## config.mk

```make
export PLATFORM = sky130hd
export DESIGN_NAME = digit_scan_ctrl
export DESIGN_NICKNAME = d
export VERILOG_FILES = /design/src/rtl/th99_disp_pkg.sv /design/src/rtl/digit_scan_ctrl.sv
export SDC_FILE = /design/constraint.sdc
export NUM_CORES = 1
export LEC_CHECK = 0
export ABC_CLOCK_PERIOD_IN_PS = 3390
export BUFFER_PORTS_ARGS = -buffer_cell sky130_fd_sc_hd__buf_4
export CELL_PAD_IN_SITES_DETAIL_PLACEMENT = 2
export CELL_PAD_IN_SITES_GLOBAL_PLACEMENT = 2
export CORE_MARGIN = 2
export CORE_UTILIZATION = 39
export DETAILED_ROUTE_END_ITERATION = 12
export PLACE_DENSITY = 0.89
export SLEW_MARGIN = 5
export SYNTH_ARGS = -nofsm -noshare
export SYNTH_HDL_FRONTEND = slang
export SYNTH_SLANG_ARGS = --single-unit
```

## constraint.sdc

```tcl
create_clock -name clock -period 3.39 [get_ports clock]
set_input_delay 0.339 -clock clock [delete_from_list [all_inputs] [get_ports clock]]
set_output_delay 0.339 -clock clock [all_outputs]
set_load 0.05 [all_outputs]
```

## src/rtl/th99_disp_pkg.sv

```systemverilog
// th99_disp_pkg: shared state encoding, slot map and polarity helper for the TH99CHLS display
package th99_disp_pkg;
  typedef enum logic [1:0] {IDLE, BLANK, DRIVE} state_t;
  localparam int NUM_DIGITS = 7;
  localparam logic [2:0] SLOT_MIN0  = 3'd0;
  localparam logic [2:0] SLOT_MIN1  = 3'd1;
  localparam logic [2:0] SLOT_HOUR0 = 3'd2;
  localparam logic [2:0] SLOT_HOUR1 = 3'd3;
  localparam logic [2:0] SLOT_SIG0  = 3'd4;
  localparam logic [2:0] SLOT_SIG1  = 3'd5;
  localparam logic [2:0] SLOT_SIG2  = 3'd6;
  function automatic logic [6:0] polarity(input logic [6:0] lit, input logic on_high);
    return on_high ? lit : ~lit;
  endfunction
endpackage

```

## src/rtl/digit_scan_ctrl.sv

```systemverilog
// digit_scan_ctrl: round-robin 7-digit 7-segment scanner with frame snapshot and brightness gating
module digit_scan_ctrl
  import th99_disp_pkg::*;
#(
  parameter int BLANK_CYCLES = 16,
  parameter int TICK_LOG2    = 6,
  parameter bit SEG_ON_HIGH  = 1'b1,
  parameter bit DIG_ON_HIGH  = 1'b1
) (
  input  logic       clock,
  input  logic       rst_n,
  input  logic       en,
  input  logic [3:0] bright,
  input  logic [6:0] minute_digi0,
  input  logic [6:0] minute_digi1,
  input  logic [6:0] hour_digi0,
  input  logic [6:0] hour_digi1,
  input  logic [6:0] sig_digi0,
  input  logic [6:0] sig_digi1,
  input  logic [6:0] sig_digi2,
  output logic [6:0] seg,
  output logic [6:0] dig_sel,
  output logic       frame_start
);
  localparam int DRV = 16 << TICK_LOG2;
  localparam int CW  = $clog2(DRV > BLANK_CYCLES ? DRV : BLANK_CYCLES);

  state_t          state_q, state_d;
  logic [2:0]      idx_q, idx_d;
  logic [CW-1:0]   cnt_q, cnt_d;
  logic [3:0]      bright_q, bright_d;
  logic            snap_en;
  logic            lit;
  logic [6:0]      snap_q [NUM_DIGITS];
  logic [6:0]      codes  [NUM_DIGITS];

  assign codes[SLOT_MIN0]  = minute_digi0;
  assign codes[SLOT_MIN1]  = minute_digi1;
  assign codes[SLOT_HOUR0] = hour_digi0;
  assign codes[SLOT_HOUR1] = hour_digi1;
  assign codes[SLOT_SIG0]  = sig_digi0;
  assign codes[SLOT_SIG1]  = sig_digi1;
  assign codes[SLOT_SIG2]  = sig_digi2;

  // Scheduler: blank/drive phase sequencing, slot advance and frame/slot-start sampling
  always_comb begin
    state_d  = state_q;
    idx_d    = idx_q;
    cnt_d    = cnt_q;
    bright_d = bright_q;
    snap_en  = 1'b0;
    if (!en) begin
      state_d = IDLE;
      idx_d   = SLOT_MIN0;
      cnt_d   = '0;
    end else begin
      case (state_q)
        IDLE: begin
          state_d  = BLANK;
          idx_d    = SLOT_MIN0;
          cnt_d    = '0;
          bright_d = bright;
          snap_en  = 1'b1;
        end
        BLANK: begin
          state_d = cnt_q == CW'(BLANK_CYCLES - 1) ? DRIVE : BLANK;
          cnt_d   = cnt_q == CW'(BLANK_CYCLES - 1) ? '0 : cnt_q + 1'b1;
        end
        DRIVE: begin
          if (cnt_q == CW'(DRV - 1)) begin
            state_d  = BLANK;
            cnt_d    = '0;
            bright_d = bright;
            idx_d    = idx_q == SLOT_SIG2 ? SLOT_MIN0 : idx_q + 3'd1;
            snap_en  = idx_q == SLOT_SIG2;
          end else begin
            cnt_d = cnt_q + 1'b1;
          end
        end
        default: state_d = IDLE;
      endcase
    end
  end

  // State, slot index, phase counter and per-slot brightness registers
  always_ff @(posedge clock or negedge rst_n) begin
    if (!rst_n) begin
      state_q  <= IDLE;
      idx_q    <= SLOT_MIN0;
      cnt_q    <= '0;
      bright_q <= '0;
    end else begin
      state_q  <= state_d;
      idx_q    <= idx_d;
      cnt_q    <= cnt_d;
      bright_q <= bright_d;
    end
  end

  // Frame-coherent copy of all digit codes, refreshed only at slot 0 blank entry
  always_ff @(posedge clock or negedge rst_n) begin
    if (!rst_n) begin
      for (int k = 0; k < NUM_DIGITS; k++) snap_q[k] <= '0;
    end else if (snap_en) begin
      for (int k = 0; k < NUM_DIGITS; k++) snap_q[k] <= codes[k];
    end
  end

  // Outputs decoded purely from registered state so pads never see an input glitch
  always_comb begin
    lit         = state_q == DRIVE && (cnt_q >> TICK_LOG2) <= CW'(bright_q);
    seg         = polarity(lit ? snap_q[idx_q] : 7'h00, SEG_ON_HIGH);
    dig_sel     = polarity(state_q == DRIVE ? 7'h01 << idx_q : 7'h00, DIG_ON_HIGH);
    frame_start = state_q == BLANK && idx_q == SLOT_MIN0 && cnt_q == '0;
  end
endmodule

```

**Word level (Yosys, flattened, before mapping)**

Index checks and enable logic that the tools add are counted.

- Add/sub/neg operators: 2
- Reduce and logical (&&, ||, !) cells: 9
- Equality and inequality tests: 9
- Shift operators: 1
- Bitwise logic cells: 1
- Multiplexer cells: 22
- Order comparisons: 2

Operator list:

| kind | count |
|---|---|
| two-way mux 10 bit | 3 |
| case mux 10 bit (3 select lines) | 1 |
| two-way mux 7 bit | 4 |
| binary-select mux 7 bit (select 3 bit) | 1 |
| adder 10 x 1 -> 10 bit (second input constant) | 1 |
| equality test 10 bit (second input constant) | 1 |
| equality test 10 x 4 -> 1 bit (second input constant) | 1 |
| zero test 10 bit | 1 |
| two-way mux 3 bit | 3 |
| case mux 4 bit (2 select lines) | 1 |
| left shift 1 x 3 -> 7 bit (first input constant) | 1 |
| two-way mux 2 bit | 3 |
| case mux 2 bit (3 select lines) | 1 |
| case mux 3 bit (2 select lines) | 1 |
| >= comparator 4 bit (second input constant) | 1 |
| less-or-equal comparator 4 bit | 1 |
| two-way mux 4 bit | 1 |
| != test 4 x 1 -> 1 bit (second input constant) | 1 |
| inverter 3 -> 4 bit | 1 |
| adder 3 x 1 -> 3 bit (second input constant) | 1 |
| equality test 3 bit (second input constant) | 1 |
| logical AND 1 bit | 3 |
| zero test 3 bit | 1 |
| != test 3 x 1 -> 1 bit (second input constant) | 1 |
| 10 further kinds | 11 |

- Register bits after elaboration: 68
- Input bits: 56
- Logic and storage cells: 57

**Depth between registers and ports, before layout**

Gate-level depths: netlist (run 1).

- Depth after elaboration: 5
- Depth in mapped cells: 9

**Worst setup path before layout (run 1)**

OpenSTA, ideal clock, no wires.

- Path type: reg2out
- Start: register cnt_q[7]
- End: output port seg[0]
- Path buffers: 0
- Arrival time: 3.069 ns
- Stages on the path, launching flop included: 7
- Path slack: -0.018 ns
- Cells stage by stage: dfrtp_1 -> ha_1 -> nor2b_1 -> o21a_1 -> o21a_1 -> o21a_1 -> nor4b_1

- Cells in the longest elaborated chain, start to end: 3

RTL lines:

| what | line | source |
|---|---|---|
| start, declared | digit_scan_ctrl.sv:30 | `logic [CW-1:0] cnt_q, cnt_d;` |
| start signal, assigned | digit_scan_ctrl.sv:95 | `cnt_q <= cnt_d;` |
| less-or-equal comparator 4 bit | digit_scan_ctrl.sv:111 | `lit = state_q == DRIVE && (cnt_q >> TICK_LOG2) <= CW'(bright_q);` |
| logical AND 1 bit | digit_scan_ctrl.sv:111 |  |
| two-way mux 7 bit | digit_scan_ctrl.sv:112 | `seg = polarity(lit ? snap_q[idx_q] : 7'h00, SEG_ON_HIGH);` |
| end, declared | digit_scan_ctrl.sv:21 | `output logic [6:0] seg,` |

Every way passes these cells.

**Final worst setup path (run 1)**

- Start: register cnt_q[7]
- End: output port seg[5]

The elaborated chain is that of the path after synthesis.

==> impl_metrics.tcl, run 1 <==
set metrics [dict create \
    required_ns 3.05 \
    initial_core_util_pct 40.49 \
    cp_slowest_cell "nor4b_1" \
    synth_edf_count 0 \
    yosysSeqAreaShare_pct 47.72 \
    final_nets 429 \
    clock_skew_ns 0.01005 \
    cts-root-buf "clkbuf_8" \
    outcome "finished, final reports clean" \
    whs_ns 0.1018 \
    synthDistinctLibCells 44 \
    core.rowCount 34 \
    async_reset_ff_share_pct 100.0 \
    cts_buffers 9 \
    ant_nets 0 \
    final_util_pct 49.87 \
    cp-start-kind "flop" \
    die_y_um 99.62 \
    drt-wirelength-per-cell_um 22.34 \
    regArea_um2 1703 \
    power-per-cell-area_nw_per_um2 467.0 \
    ctsHoldBuffers 0 \
    ios 71 \
    dpl.hpwl_mm 7.558 \
    crit_top_cell "o21a_1" \
    areaGrowthSynthToFinish_pct 23.16 \
    finalMaxSlewViolations 0 \
    clkSinkCount 68 \
    routabilityCongestion 0.7466 \
    htree_levels 3 \
    drive_gt1_share_pct 45.50 \
    wl_mm 10.61 \
    leakage_uw 0.001990 \
    multi_input_area_um2 1730 \
    worst_ir_drop_vdd_uv 270.9 \
    cts_resized 0 \
    core-area_um2 8806 \
    slowest_delay_ns 0.51 \
    cts_setup_buffers 0 \
    dieArea_um2 9924 \
    dp_slack_ns 0.6865 \
    cts_buffer_depth 2 \
    worst_slew_pin_slew_ns 0.8845 \
    endpoint_kind "primary output" \
    synth_area_leader_cell "dfrtp_1" \
    grt_setup_unrepaired "false" \
    syn_area_um2 3566 \
    clock.fmax_mhz 328.1 \
    grt_pass1_vias 3079 \
    cts_tree "done" \
    first_pass_iters 4 \
    power_uw 2051 \
    setup_viol 0 \
    vias 2652 \
    worstPathMaxFanout 7 \
    die_w_um 99.62 \
    ys.flop_type "dfrtp_1" \
    cts.reportedPaths.clkPinSlew_ns 0.07 \
    antennaDiodeCount 0 \
    overflow 0 \
    io_buffers 70 \
    path_class "flop to primary output" \
    worst_slack_ns 0.3425 \
    antenna_found_initial 0 \
    place_area_um2 4188 \
    grt_max_degree 69 \
    finalCritPeriodShare_pct 89.90 \
    avgSynthCellArea_um2 12.25 \
    arrival_ns 2.71 \
    cp.buffers_inverters 1 \
    hold_path_class "primary input to async pin" \
    dr.first_iter.drc_count 111 \
    fillCellCount 883 \
    synthesis.nets 358 \
    ys_top_cells_by_area "dfrtp_1 48%, mux2_2 16%, mux4_2 4.4%" \
    finalHoldViolCount 0 \
    drt-vias-per-instance 5.583 \
    cap_violations 0 \
    fin_area_um2 4392 \
    fin_crit_ns 3.047 \
    synth_top_cell_area_share_pct 47.72 \
    ys_ff_latch 68 \
    clk_latency_ns 0.36 \
    slew_headroom_pct 41.03 \
    worstPathCellList "ha_1, nor2b_1, o21a_1, o21a_1, o21a_1, nor4b_1, buf_4" \
    grt.total_usage_pct 23.61 \
    drc_errors 0 \
    grt_pass1_wl_mm 17.54 \
    netlist_instances 291 \
    critPathTopFamily "simple AND/OR/NAND/NOR gates" \
    yosysWarnings 0 \
]
-- cell families (layout without fill, tap and decap cells) --
family | after synthesis | count (layout) | share of synthesized area [%]
compound gates | 40 | 40 | 7.649
xor+xnor | 1 | 1 | 0.2457
fa+ha+maj | 11 | 11 | 3.860
buf+inv | 28 | 104 | 3.825
flops | 68 | 68 | 47.72
mux | 70 | 70 | 25.30
simple gates | 73 | 73 | 11.40
-- worst register-to-register path: stages, from the launching register on --
cell and delay, ns:
dfrtp_1 0.41, ha_1 0.21, nand3_1 0.08, buf_4 0.19
nor3_1 0.53, a21o_1 0.22, nand2_2 0.34, buf_12 0.33
mux2_2 0.32
-- registers in the layout, indices dropped and copies added, names as in the netlist --
| name | flops |
|---|---|
| snap_q | 49 |
| cnt_q | 10 |
| bright_q | 4 |
| idx_q | 3 |
| state_q | 2 |
-- cell usage after synthesis, drive strengths merged (5+ instances only) --
library cell,count
a221oi,8
mux2,61
dfrtp,68
a21o,5
mux4,7
clkbuf,5
o21ai,11
nor2,19
buf,9
nand2,11
nor3,8
ha,11
inv,14
nor4b,7
-- metal layers --
layer / part of all wire, % / routed length, um / vias to the layer above / global-route usage (%)
met5: 0 / 0 / - / 0
met4: 2.8 / 293 / 0 / 10.22
met3: 2.9 / 303 / 19 / 4.357
met2: 52 / 5558 / 63 / 40.49
met1: 42 / 4457 / 1364 / 29.13
li1: - / - / 1206 / -
-- stage by stage --
stage          TNS [ns]  std cells
3_5_place_dp          0        459
6_report              0        475
3_3_place_gp          0        459
5_1_grt               0        475
4_1_cts               0        475
2_1_floorplan   -0.1283        291
-- area by class of cell --
| cell class | count | area share, % |
|---|---|---|
| clock inverter | 4 | 1.083 |
| tap | 108 | 3.077 |
| sequential | 68 | 38.77 |
| timing repair buffer | 74 | 12.93 |
| clock buffer | 12 | 3.533 |
| inverter | 14 | 1.197 |
| multi-input combinational | 195 | 39.40 |
-- worst paths after layout --
check / start / endpoint / slack, ns / cells after the start
hold / removal: rst_n / snap_q[27] / 0.10 / 1
hold reg to reg: snap_q[30] / snap_q[30] / 0.51 / 1
setup reg to reg: cnt_q[0] / snap_q[12] / 0.64 / 8
max in group asynchronous: rst_n / idx_q[0] / 2.68 / 1
min in group clock: sig_digi0[5] / snap_q[19] / 0.21 / 2
setup / recovery: cnt_q[7] / seg[5] / 0.34 / 7
-- cell usage in the layout, fill, tap and decap left out, types with 10 or more instances in the layout --
master | synthesis | final
buf_4 | 1 | 73
nand2_1 | 11 | 10
dfrtp_1 | 68 | 67
mux2_4 | 10 | 10
clkbuf_8 | 0 | 11
ha_1 | 11 | 11
nor2_1 | 18 | 18
mux2_2 | 51 | 51
o21ai_0 | 11 | 11
inv_1 | 14 | 14
-- power by group --
part           switching, uW  total [uW]  internal [uW]
Clock                    335         714            378
Sequential              71.1         991            920
Combinational            144         346            202
Note: power is estimated with default switching activity, not from simulation.
==> inputs of run 2 (changes only) <==
--- a/config.mk
+++ b/config.mk
@@ -6,13 +6,13 @@
 export NUM_CORES = 1
 export LEC_CHECK = 0
 export ABC_CLOCK_PERIOD_IN_PS = 3390
-export BUFFER_PORTS_ARGS = -buffer_cell sky130_fd_sc_hd__buf_4
 export CELL_PAD_IN_SITES_DETAIL_PLACEMENT = 2
 export CELL_PAD_IN_SITES_GLOBAL_PLACEMENT = 2
 export CORE_MARGIN = 2
-export CORE_UTILIZATION = 39
+export CORE_UTILIZATION = 40
 export DETAILED_ROUTE_END_ITERATION = 12
-export PLACE_DENSITY = 0.89
+export DONT_BUFFER_PORTS = 1
+export PLACE_DENSITY = 0.81
 export SLEW_MARGIN = 5
 export SYNTH_ARGS = -nofsm -noshare
 export SYNTH_HDL_FRONTEND = slang
==> impl_metrics.tcl, run 2 (same netlist as run 1, synthesis figures left out) <==
set metrics [dict create \
    regArea_um2 1702 \
    worstPathMaxFanout 7 \
    ant_nets 0 \
    worst_slew_pin_slew_ns 0.9060 \
    slowest_delay_ns 0.44 \
    leakage_uw 0.001742 \
    largest_register_ffs 49 \
    finalCritPeriodShare_pct 84.79 \
    critPathTopFamily "compound AO/OA/AOI/OAI gates" \
    grt_max_degree 69 \
    r2r-end "snap_q[5]" \
    cts_buffers 9 \
    clock_skew_ns 0.01115 \
    outcome "finished, final reports clean" \
    whs_ns 0.1321 \
    busiest_layer "met2" \
    cts_tree "done" \
    grt_use_met2_pct 36.26 \
    crit_cells 7 \
    routabilityCongestion 0.7480 \
    path_class "flop to primary output" \
    cp.buffers_inverters 1 \
    clkSinkCount 68 \
    antenna_found_initial 0 \
    grt_setup_unrepaired "false" \
    fin_cells 414 \
    drive_gt1_share_pct 37.91 \
    reg2reg_slack_ns 0.90 \
    worst_ir_drop_vdd_uv 258.2 \
    core.rowCount 34 \
    cp_slowest_cell "dfrtp_1" \
    final_cell_mix "68 x dfrtp_1, 51 x mux2_2, 18 x nor2_1, 14 x inv_1, 13 x buf_4" \
    setup_viol 0 \
    vias 2401 \
    die_y_um 98.42 \
    grt_pass1_wl_mm 15.70 \
    drc_errors 0 \
    grt.total_usage_pct 21.40 \
    mostFrequentLayoutCell "dfrtp_1" \
    final_util_pct 46.67 \
    fillCellCount 890 \
    clock.fmax_mhz 347.9 \
    drt-vias-per-instance 5.800 \
    cts_buffer_depth 2 \
    cp-start-kind "flop" \
    dpl.hpwl_mm 6.698 \
    io_buffers 0 \
    dp.cells 399 \
    dieArea_um2 9687 \
    wl_mm 9.533 \
    dr.first_iter.drc_count 116 \
    power-per-cell-area_nw_per_um2 500.8 \
    r2r_cells 9 \
    use_met1_pct 26.14 \
    slew_headroom_pct 39.27 \
    finalMaxSlewViolations 0 \
    largestRegisters "snap_q (49), cnt_q (10), bright_q (4)" \
    crit_start "cnt_q[7]" \
    htree_levels 3 \
    first_pass_iters 4 \
    ios 71 \
    antennaDiodeCount 0 \
    cts_resized 0 \
    crit_end "seg[5]" \
    initial_core_util_pct 41.09 \
    largest_register "snap_q" \
    reg2reg_from "state_q[0]" \
    required_ns 3.05 \
    cts-root-buf "clkbuf_8" \
    arrival_ns 2.54 \
    finalHoldViolCount 0 \
    cap_violations 0 \
    endpoint_kind "primary output" \
    overflow 0 \
    cts_setup_buffers 0 \
    clk_latency_ns 0.35 \
    multi_input_area_um2 1794 \
    drt-wirelength-per-cell_um 23.03 \
    crit_top_cell "o21a_1" \
    final_nets 371 \
    worstPathCellList "ha_1, nor2b_1, o21a_1, o21a_1, o21a_1, nor4b_2, buf_4" \
    grt_pass1_vias 2810 \
    hold_path_class "primary input to flop" \
    grt_use_met3_pct 5.816 \
    cts.reportedPaths.clkPinSlew_ns 0.07 \
    fin_crit_ns 2.875 \
    core-area_um2 8678 \
    die_w_um 98.42 \
    areaGrowthSynthToFinish_pct 13.58 \
]
## run 2: metrics by stage
step	instance area [um^2]	setup slack, ns	total power (uW)	TNS (ns)
2_1_floorplan	3566	-0.01833	1203	-0.1283
3_3_place_gp	3801	0.9540	1248	0
3_5_place_dp	3801	0.8717	1279	0
4_1_cts	4050	0.4623	2055	0
5_1_grt	4050	0.4121	2132	0
6_report	4050	0.5155	2028	0
## run 2: timing repair
item	CTS	global route
setup endpoints to repair	0	0
hold buffers	2	0
endpoints found under the hold margin	68	0
## run 2: area by class of cell
| class | instances | area share (%) |
|---|---|---|
| multi-input cells | 195 | 44.30 |
| flip-flops and latches | 68 | 42.01 |
| repair buffers | 16 | 3.831 |
| clock buffers | 11 | 3.738 |
| well taps | 108 | 3.336 |
| clock inverters | 2 | 1.483 |
| inverters | 14 | 1.297 |
## run 2: worst min path at each step
stage,start,endpoint,slack (ns),cells past startpoint
4_1_cts,minute_digi0[3],snap_q[45],0.11,1
3_3_place_gp,rst_n,snap_q[41],0.05,0
3_5_place_dp,rst_n,snap_q[41],0.04,0
6_report,sig_digi2[1],snap_q[1],0.13,1
5_1_grt,minute_digi0[3],snap_q[45],0.11,1
2_1_floorplan,rst_n,bright_q[0],0.04,0
## run 2: power by group
part	internal, uW	switching (uW)
clock network	442	304
logic	164	134
registers	921	63.7
total	1530	501
## run 2: layer usage
layer  vias to the layer above  wire [um]  part of all wire, %
met5                         -          0                    0
met4                         0        155                  1.6
met3                        11        420                  4.4
met2                        53       4894                   51
met1                      1247       4062                   43
li1                       1090          -                    -
==> inputs of run 3 (changes only) <==
--- a/config.mk
+++ b/config.mk
@@ -5,11 +5,12 @@
 export SDC_FILE = /design/constraint.sdc
 export NUM_CORES = 1
 export LEC_CHECK = 0
-export ABC_CLOCK_PERIOD_IN_PS = 3390
+export ABC_AREA = 1
+export ABC_CLOCK_PERIOD_IN_PS = 2500
 export CELL_PAD_IN_SITES_DETAIL_PLACEMENT = 2
 export CELL_PAD_IN_SITES_GLOBAL_PLACEMENT = 2
 export CORE_MARGIN = 2
-export CORE_UTILIZATION = 40
+export CORE_UTILIZATION = 32
 export DETAILED_ROUTE_END_ITERATION = 12
 export DONT_BUFFER_PORTS = 1
 export PLACE_DENSITY = 0.81
==> constraint.sdc (replaced) <==
create_clock -name clock -period 2.5 [get_ports clock]
set_input_delay 0.25 -clock clock [delete_from_list [all_inputs] [get_ports clock]]
set_output_delay 0.25 -clock clock [all_outputs]
set_load 0.05 [all_outputs]
==> impl_metrics.tcl, run 3 <==
set metrics [dict create \
    clk_latency_ns 0.34 \
    cp_slowest_cell "dfrtp_1" \
    clock_skew_ns 0.008421 \
    multi_input_area_um2 1789 \
    worstPathCellList "inv_1, nand2_2, inv_1, nand2_1, nand4_1, nand2_1, nand2_1, nor2_1, buf_6" \
    power.share.clock_pct 46.1 \
    fillCellCount 1391 \
    worst_slack_ns 0.1330 \
    grt_use_met3_pct 4.104 \
    drc_errors 0 \
    path_class "flop to primary output" \
    largest_register_ffs 49 \
    htree_levels 3 \
    grt_pass1_vias 4114 \
    yosysMostFrequentCell "nand2_1" \
    critPathTopFamily "simple AND/OR/NAND/NOR gates" \
    synth_edf_count 0 \
    cp.buffers_inverters 3 \
    core.rowCount 39 \
    dp_slack_ns 0.3581 \
    crit_top_cell "nand2_1" \
    ys.flop_type "dfrtp_1" \
    final_nets 608 \
    place_area_um2 3974 \
    fin_crit_ns 2.367 \
    regArea_um2 1703 \
    hold_path_class "primary input to flop" \
    drt-wirelength-per-cell_um 19.59 \
    synth_compound_area_share_pct 4.526 \
    dr.first_iter.drc_count 161 \
    yosysWarnings 0 \
    wl_mm 13.50 \
    synthDistinctLibCells 27 \
    cp-start-kind "flop" \
    slowest_delay_ns 0.44 \
    whs_ns 0.03894 \
    async_reset_ff_share_pct 100.0 \
    grt.total_usage_pct 22.49 \
    grt_max_degree 69 \
    largest_register "snap_q" \
    synthesis.nets 595 \
    final_cell_mix "202 x nand2_1, 70 x nand3_1, 67 x dfrtp_1, 58 x nor2_1, 40 x inv_1" \
    cts_buffers 9 \
    fin_area_um2 4384 \
    ios 71 \
    first_pass_iters 4 \
    mostFrequentLayoutCell "nand2_1" \
    pwr-share-comb_pct 11.4 \
    synthMuxAreaShare_pct 0 \
    ant_nets 0 \
    clock.fmax_mhz 422.5 \
    vias 3615 \
    overflow 0 \
    die_w_um 112.4 \
    cts-root-buf "clkbuf_16" \
    netlist_instances 528 \
    arrival_ns 2.12 \
    cts.reportedPaths.clkPinSlew_ns 0.06 \
    p_sw_share_pct 27.05 \
    power_uw 3071 \
    dieArea_um2 12630 \
    p_seq_share_pct 42.5 \
    synth_top_family_by_area "simple AND/OR/NAND/NOR gates" \
    setup_viol 0 \
    p_sw_uw 830.5 \
    routabilityCongestion 0.8119 \
    cts_tree "done" \
    synth_common_cells "204 x nand2_1, 70 x nand3_1, 68 x dfrtp_1" \
    antennaDiodeCount 0 \
    busiest_layer "met2" \
    finalCritPeriodShare_pct 94.68 \
    required_ns 2.25 \
    outcome "finished, final reports clean" \
    cts_buffer_depth 2 \
    syn_area_um2 3760 \
    die_y_um 112.4 \
    grt_pass1_wl_mm 22.20 \
    synth_area_leader_cell "dfrtp_1" \
    endpoint_kind "primary output" \
    drive_gt1_share_pct 10.07 \
    core-area_um2 11420 \
    cap_violations 0 \
    internal_power_uw 2240 \
    drt-vias-per-instance 5.247 \
    finalMaxSlewViolations 0 \
    areaGrowthSynthToFinish_pct 16.61 \
    use_met1_pct 27.82 \
    synth_top_cell_area_share_pct 45.26 \
    io_buffers 0 \
    slew_headroom_pct 50.15 \
    grt_use_met2_pct 39.76 \
    worst_ir_drop_vdd_uv 390.8 \
    yosysSeqAreaShare_pct 45.26 \
    clkSinkCount 68 \
    dpl.hpwl_mm 8.884 \
    synthAdderAreaFrac_pct 3.661 \
    yosys.area_share.simple_pct 38.67 \
    finalHoldViolCount 0 \
    largestRegisters "snap_q (49), cnt_q (10), bright_q (4)" \
    antenna_found_initial 0 \
    ys_ff_latch 68 \
    leakage_uw 0.002310 \
    synth_xor_xnor_area_share_pct 0.2329 \
    worst_slew_pin_slew_ns 0.7437 \
    ys_top_cells_by_area "dfrtp_1 45%, nand2_1 20%, nand3_1 9.3%" \
    power-per-cell-area_nw_per_um2 700.4 \
    initial_core_util_pct 32.93 \
    worstPathMaxFanout 13 \
    avgSynthCellArea_um2 7.121 \
]
-- run 3: cell types whose count changed after synthesis, sizes merged, moves of 8 or more --
cell	change
nand3	+68
o21ai	+15
buf	+9
nand2	+197
inv	+28
a221oi	-8
nor2	+43
mux2	-61
-- run 3: metal layers --
layer | vias to the layer above | routed length (um)
met1 | 1842 | 5906
met4 | 0 | 277
met3 | 15 | 402
li1 | 1687 | -
met2 | 71 | 6911
met5 | - | 0
-- run 3: cell type report --
class / count / share of cell area [%]
Inverter: 43 / 3.767
Multi-Input combinational cell: 395 / 40.81
Sequential cell: 68 / 38.84
Clock buffer: 10 / 5.451
Clock inverter: 6 / 1.969
Tap cell: 143 / 4.081
Timing Repair Buffer: 24 / 5.080
-- run 3: path summary, 6_finish.rpt --
check                                start           to  slack [ns]  cells past startpoint
worst min-delay path             bright[0]  bright_q[0]        0.04                      2
worst max register to register    cnt_q[1]  bright_q[3]        0.39                      8
worst max-delay path              idx_q[1]       seg[4]        0.13                      9
worst min register to register  snap_q[45]   snap_q[45]        0.47                      2
max in group asynchronous            rst_n     idx_q[0]        1.69                      2
min in group asynchronous            rst_n     cnt_q[0]        0.43                      2
-- run 3: cell families (layout without fill, tap and decap cells) --
group | count (synthesis) | count (layout)
AO/OA/AOI/OAI | 34 | 34
flip-flops | 68 | 68
buffers and inverters | 65 | 83
AND/OR/NAND/NOR | 349 | 349
XOR/XNOR | 1 | 1
adder cells (fa/ha/maj) | 11 | 11
-- run 3: power groups by stage --
stage                     clock [uW]  combinational (uW)  sequential (uW)
after floorplan                    0                 251             1290
after global placement             0                 291             1310
after detailed placement           0                 313             1320
after CTS                       1440                 358             1300
after global routing            1480                 410             1320
final                           1420                 350             1300
-- run 3: through the flow --
stage / setup TNS, ns / std cells / util [%]
detailed placement: 0 / 668 / 34.80
global placement: 0 / 668 / 34.80
CTS: 0 / 689 / 38.23
global route: -0.03235 / 689 / 38.40
floorplan: 0 / 528 / -
finish: 0 / 689 / 38.40
-- run 3: repair_timing --
item | CTS | global route
pin swaps | 0 | 1
resized for setup | 2 | 7
endpoints found under the hold margin | 68 | 0
buffers inserted | 3 | 0
hold buffers | 2 | 0
setup endpoints to repair | 4 | 8
cloned | 0 | 0
